**config.mk**
```make
export PLATFORM = sky130hd
export DESIGN_NAME = int_ctrl
export DESIGN_NICKNAME = d
export VERILOG_FILES = /design/src/rtl/int_ctrl.sv
export SDC_FILE = /design/constraint.sdc
export NUM_CORES = 1
export LEC_CHECK = 0
export ABC_CLOCK_PERIOD_IN_PS = 1900
export BUFFER_PORTS_ARGS = -buffer_cell sky130_fd_sc_hd__clkbuf_2
export CAP_MARGIN = 30
export CORE_MARGIN = 4
export CORE_UTILIZATION = 46
export CTS_CLUSTER_DIAMETER = 100
export CTS_CLUSTER_SIZE = 24
export DETAILED_ROUTE_END_ITERATION = 10
export PLACE_DENSITY = 0.79
export SLEW_MARGIN = 20
export SYNTH_ARGS = -nofsm -noshare
export SYNTH_HDL_FRONTEND = slang
export SYNTH_SLANG_ARGS = --single-unit
```
**constraint.sdc**
```tcl
create_clock -name clk -period 1.9 [get_ports clk]
set_input_delay 0 -clock clk [delete_from_list [all_inputs] [get_ports clk]]
set_output_delay 0 -clock clk [all_outputs]
set_load 0.01 [all_outputs]
```
**src/rtl/int_ctrl.sv**
```systemverilog
// SM83 interrupt controller: IF/IE registers, IME with delayed EI, HALT wake,
// and the five M-cycle dispatch sequencer that drives the control unit.
module int_ctrl (
    input  logic        clk,
    input  logic        rst,
    input  logic        step,
    input  logic        instr_boundary,
    input  logic        ei,
    input  logic        di,
    input  logic        reti,
    input  logic        halted,
    input  logic [4:0]  irq_src,
    input  logic [15:0] bus_addr,
    input  logic        bus_we,
    input  logic [7:0]  bus_wdata,
    output logic [7:0]  bus_rdata,
    output logic        bus_sel,
    output logic        wake,
    output logic        int_busy,
    output logic        sp_dec,
    output logic        push_pch,
    output logic        push_pcl,
    output logic        vec_load,
    output logic [15:0] vector,
    output logic        ime
);

    typedef enum logic [2:0] {
        IDLE = 3'd0,
        W1   = 3'd1,
        W2   = 3'd2,
        PH   = 3'd3,
        PL   = 3'd4,
        LD   = 3'd5
    } state_t;

    state_t      state_q, state_d;
    logic [4:0]  if_q, if_d;
    logic [7:0]  ie_q;
    logic        ime_q;
    logic        ei_pend_q;
    logic [2:0]  n_q;
    logic        vec_valid_q;
    logic [15:0] vector_q;

    logic [4:0]  pending;
    logic [2:0]  sel_n;
    logic        found;
    logic        sel_if, sel_ie;
    logic        dispatch_go;
    logic        if_clr;

    // HALT only matters to the control unit, which leaves HALT on wake.
    logic        unused_halted;
    assign unused_halted = halted;

    assign sel_if   = (bus_addr == 16'hFF0F);
    assign sel_ie   = (bus_addr == 16'hFFFF);
    assign bus_sel  = sel_if | sel_ie;
    assign pending  = ie_q[4:0] & if_q;
    assign wake     = |pending;
    assign int_busy = (state_q != IDLE);
    assign ime      = ime_q;
    assign vector   = vector_q;

    assign dispatch_go = (state_q == IDLE) && step && instr_boundary && ime_q && (|pending);
    assign if_clr      = (state_q == LD) && step && vec_valid_q;

    always_comb begin
        bus_rdata = '0;
        if (sel_if)
            bus_rdata = {3'b111, if_q};
        else if (sel_ie)
            bus_rdata = ie_q;
    end

    always_comb begin
        sel_n = '0;
        found = 1'b0;
        for (int unsigned i = 0; i < 5; i++) begin
            if (pending[i] && !found) begin
                sel_n = 3'(i);
                found = 1'b1;
            end
        end
    end

    // Request pulses are applied last so they win over both a CPU write and the dispatch clear.
    always_comb begin
        if_d = if_q;
        if (if_clr)
            if_d[n_q] = 1'b0;
        if (bus_we && sel_if)
            if_d = bus_wdata[4:0];
        if_d = if_d | irq_src;
    end

    always_ff @(posedge clk or negedge rst) begin
        if (!rst) begin
            if_q <= '0;
            ie_q <= '0;
        end else begin
            if_q <= if_d;
            if (bus_we && sel_ie)
                ie_q <= bus_wdata;
        end
    end

    always_ff @(posedge clk or negedge rst) begin
        if (!rst) begin
            ime_q     <= 1'b0;
            ei_pend_q <= 1'b0;
        end else if (dispatch_go) begin
            ime_q <= 1'b0;
        end else if (step && !int_busy) begin
            if (di) begin
                ime_q     <= 1'b0;
                ei_pend_q <= 1'b0;
            end else begin
                if (reti)
                    ime_q <= 1'b1;
                if (ei_pend_q && instr_boundary) begin
                    ime_q     <= 1'b1;
                    ei_pend_q <= 1'b0;
                end
                if (ei)
                    ei_pend_q <= 1'b1;
            end
        end
    end

    always_ff @(posedge clk or negedge rst) begin
        if (!rst) begin
            state_q     <= IDLE;
            n_q         <= '0;
            vec_valid_q <= 1'b0;
            vector_q    <= '0;
        end else begin
            state_q <= state_d;
            if ((state_q == PL) && step) begin
                n_q         <= sel_n;
                vec_valid_q <= |pending;
                vector_q    <= (|pending) ? (16'h0040 + {10'd0, sel_n, 3'b000}) : 16'h0000;
            end
        end
    end

    always_comb begin
        state_d  = state_q;
        sp_dec   = 1'b0;
        push_pch = 1'b0;
        push_pcl = 1'b0;
        vec_load = 1'b0;
        unique case (state_q)
            IDLE: if (dispatch_go) state_d = W1;
            W1:   if (step) state_d = W2;
            W2: begin
                sp_dec = 1'b1;
                if (step) state_d = PH;
            end
            PH: begin
                sp_dec   = 1'b1;
                push_pch = 1'b1;
                if (step) state_d = PL;
            end
            PL: begin
                push_pcl = 1'b1;
                if (step) state_d = LD;
            end
            LD: begin
                vec_load = 1'b1;
                if (step) state_d = IDLE;
            end
            default: state_d = IDLE;
        endcase
    end

endmodule

```
==> flow_summary.json <==
{
  "grt.overflow.total": 0,
  "type_of_the_worst_min_delay_path": "input pin to flip-flop",
  "post_cts_buffers": 0,
  "grt_pass1_wl_mm": 5.982,
  "floorplan.core_area_sq_um": 3078,
  "peakVddDrop_mv": 0.5827,
  "critical_path_buf_inv_count": 0,
  "ios": 70,
  "ys_seq_area_frac": 0.4223,
  "ctsHoldBuffers": 18,
  "max_cap_violations": 0,
  "routed-wl-met2_mm": 1.948,
  "std_cell_rows": 20,
  "flow.area_growth_from_synthesis_pct": 31.00,
  "final_min_period_ps": 1560,
  "setup_repair_after_global_routing_missed_its_margin": "no",
  "clock_tree.root_cell": "clkbuf_4",
  "hold_ws_ps": 31.83,
  "critical_path.startpoint": "ie_q[0]",
  "number_of_setup_violations_in_the_final_report": 0,
  "final.period_utilization": 0.8212,
  "critPathMaxFanout": 4,
  "synthesis.yosys.warnings": 0,
  "cpLargestDelayFamily": "compound AO/OA/AOI/OAI gates",
  "worstSetupStartpointType": "flip-flop",
  "dr_wl_met3_microns": 273,
  "die_height_microns": 64.75,
  "worst_setup_hold_path_clk_slew_ps": 130,
  "synth-edff-count": 0,
  "power_leakage_nw": 1.037,
  "io_buffers": 56,
  "power.density_nw_per_um2": 663.1,
  "hold_viol": 0,
  "insertedDiodeCount": 0,
  "cts_tree": "built",
  "criticalPathCategory": "flip-flop to flip-flop",
  "worst-endpoint-arrival_ps": 1760,
  "yosys_reg_bits": 25,
  "highest-signal-layer": "met4",
  "firstDrtPassIters": 4,
  "ant_nets": 0,
  "totalNegativeSetupSlack_ps": 0,
  "number_of_sinks_on_the_clock_net": 25,
  "max-clock-path-buffers": 2,
  "route.detailed.wl_per_inst_microns": 14.25,
  "ff_latch_area_sq_um": 625.6,
  "htreeDepth": 1,
  "clock_skew_ps": 1.263,
  "layout.nets": 258,
  "post_synthesis_mean_instance_area_sq_um": 10.08,
  "vias_in_the_first_global_route": 1300,
  "via_count": 1382,
  "die-area_sq_um": 4193,
  "ys_top_cells_by_area": "dfrtp_1, buf_4, mux2_2",
  "synthArstFlopShare": 1.000,
  "netlist_instances": 147,
  "worstPathRequired_ps": 2100,
  "routedLengthMet1_mm": 1.468,
  "die_w_microns": 64.75,
  "post_synth_instance_area_sq_um": 1481,
  "grt_antenna_before_repair": 0,
  "start_util": 0.4813,
  "max_clock_freq_mhz": 640.9,
  "netlist.top_cell.by_area": "dfrtp_1",
  "outcome": "completed",
  "crit_path_max_incr_delay_ps": 440,
  "timing.rr.start": "ie_q[0]",
  "slew_headroom": 0.5995,
  "dp.final_hpwl_mm": 2.702,
  "top_flip_flop_cell_by_instance_count_after_synthesis": "dfrtp_1",
  "cts_buffers": 3,
  "synth_largest_type_area_fraction": 0.4223,
  "cts_resized": 0,
  "share_of_cells_above_drive_strength_1": 0.3379,
  "drcViolationCount": 0,
  "cpMaxStageDelayCell": "dfrtp_1",
  "maxSlewViolCount": 0,
  "global_route.usage.total": 0.1818,
  "endpoint_kind": "flip-flop",
  "iteration_0_drc_count_of_the_detailed_router": 36,
  "fillcell_total": 271,
  "total_area_of_multi_input_combinational_cells_sq_um": 739.5,
  "worstPathCellList": "a222oi_1, a21oi_1, o31ai_1, o41ai_1",
  "place_congestion": 0.8096,
  "grt_max_degree": 26,
  "vias_per_cell": 5.255,
  "holdCritStartpoint": "step",
  "worst_slew_pin_slew_ps": 600.8,
  "totalWireLength_mm": 3.748,
  "worst_skew_pair.late_latency_ps": 310,
  "finalCoreUtilization": 0.6305,
  "post_synth_num_cell_types": 36
}
==> metrics by stage <==
stage	power, W	area (sq um)	setup slack (ps)	std cells
final	0.001287	1941	339.8	263
after global routing	0.001359	1941	224.7	263
after global placement	0.001019	1734	399.5	241
after CTS	0.001289	1941	324.5	263
after detailed placement	0.001031	1734	347.5	241
after floorplan	0.0009353	1523	495.2	158
==> state kept, by name (all words and copies together) (netlist names) <==
name	count
ei_pend_q	1
ie_q	8
if_q	5
ime	1
n_q	3
state_q	3
vector	4
==> cells in the final DEF (no fill, tap or decap), types with 3 or more instances in the layout <==
cell type / synthesis / routed
dfrtp_1: 25 / 25
dlygate4sd3_1: 0 / 18
nand2_1: 17 / 17
and2_1: 5 / 5
clkbuf_4: 0 / 3
a22o_1: 5 / 5
o41ai_1: 6 / 6
a21oi_1: 5 / 5
a211o_1: 3 / 3
clkbuf_2: 0 / 56
conb_1: 1 / 12
o31ai_1: 3 / 3
nor2_1: 6 / 6
a21o_1: 6 / 6
a31oi_1: 3 / 3
mux2_2: 9 / 9
inv_1: 7 / 7
nand4_1: 5 / 5
==> path summary, 6_finish.rpt <==
kind / end / slack, ps / cells past startpoint
worst max register to register: ei_pend_q / 340 / 4
worst min register to register: vector[5] / 490 / 1
min in group asynchronous: ie_q[6] / 210 / 2
worst max-delay path: ei_pend_q / 340 / 4
worst min-delay path: state_q[0] / 30 / 3
max in group asynchronous: if_q[3] / 1300 / 2
==> synthesized netlist by cell type (2+ instances only) <==
cell type	count
dfrtp_1	25
nand2_1	17
buf_4	14
mux2_2	9
inv_1	7
a21o_1	6
nor2_1	6
o41ai_1	6
a21oi_1	5
a22o_1	5
and2_1	5
nand4_1	5
a211o_1	3
a31oi_1	3
buf_2	3
o31ai_1	3
and3_1	2
nand2b_1	2
nor3_1	2
nor4_4	2
o21ai_0	2
==> power by group <==
group,internal [W],switching [W]
Combinational,0.000190,0.000188
Clock,0.0000820,0.000153
Sequential,0.000580,0.0000933
Total,0.000853,0.000434
==> final cells by class <==
cell class	count	area share
multi-input cells	108	0.3810
flip-flops and latches	25	0.3224
repair buffers	75	0.2411
well taps	44	0.02837
clock buffers	4	0.01354
inverters	7	0.01354
==> logic make-up (layout without fill, tap and decap cells) <==
family / count (synthesis) / count (layout) / share of synthesized area
mux: 9 / 9 / 0.06841
simple gates: 48 / 48 / 0.2010
buf+inv: 25 / 86 / 0.1064
flops: 25 / 25 / 0.4223
other cells: 1 / 12 / 0.002531
xor+xnor: 1 / 1 / 0.005913
compound gates: 38 / 38 / 0.1934
==> routing by layer <==
metal	vias to the layer above	global-route usage
li1	665	-
met1	649	0.2242
met2	60	0.3206
met3	8	0.02426
met4	0	0.06860
met5	-	0
==> worst reg2reg max path, stage by stage (launching register included) <==
cell and delay, ps:
dfrtp_1 440, a222oi_1 390, a21oi_1 200, o31ai_1 300, o41ai_1 110
No activity file was read; power rests on OpenSTA's default activity.
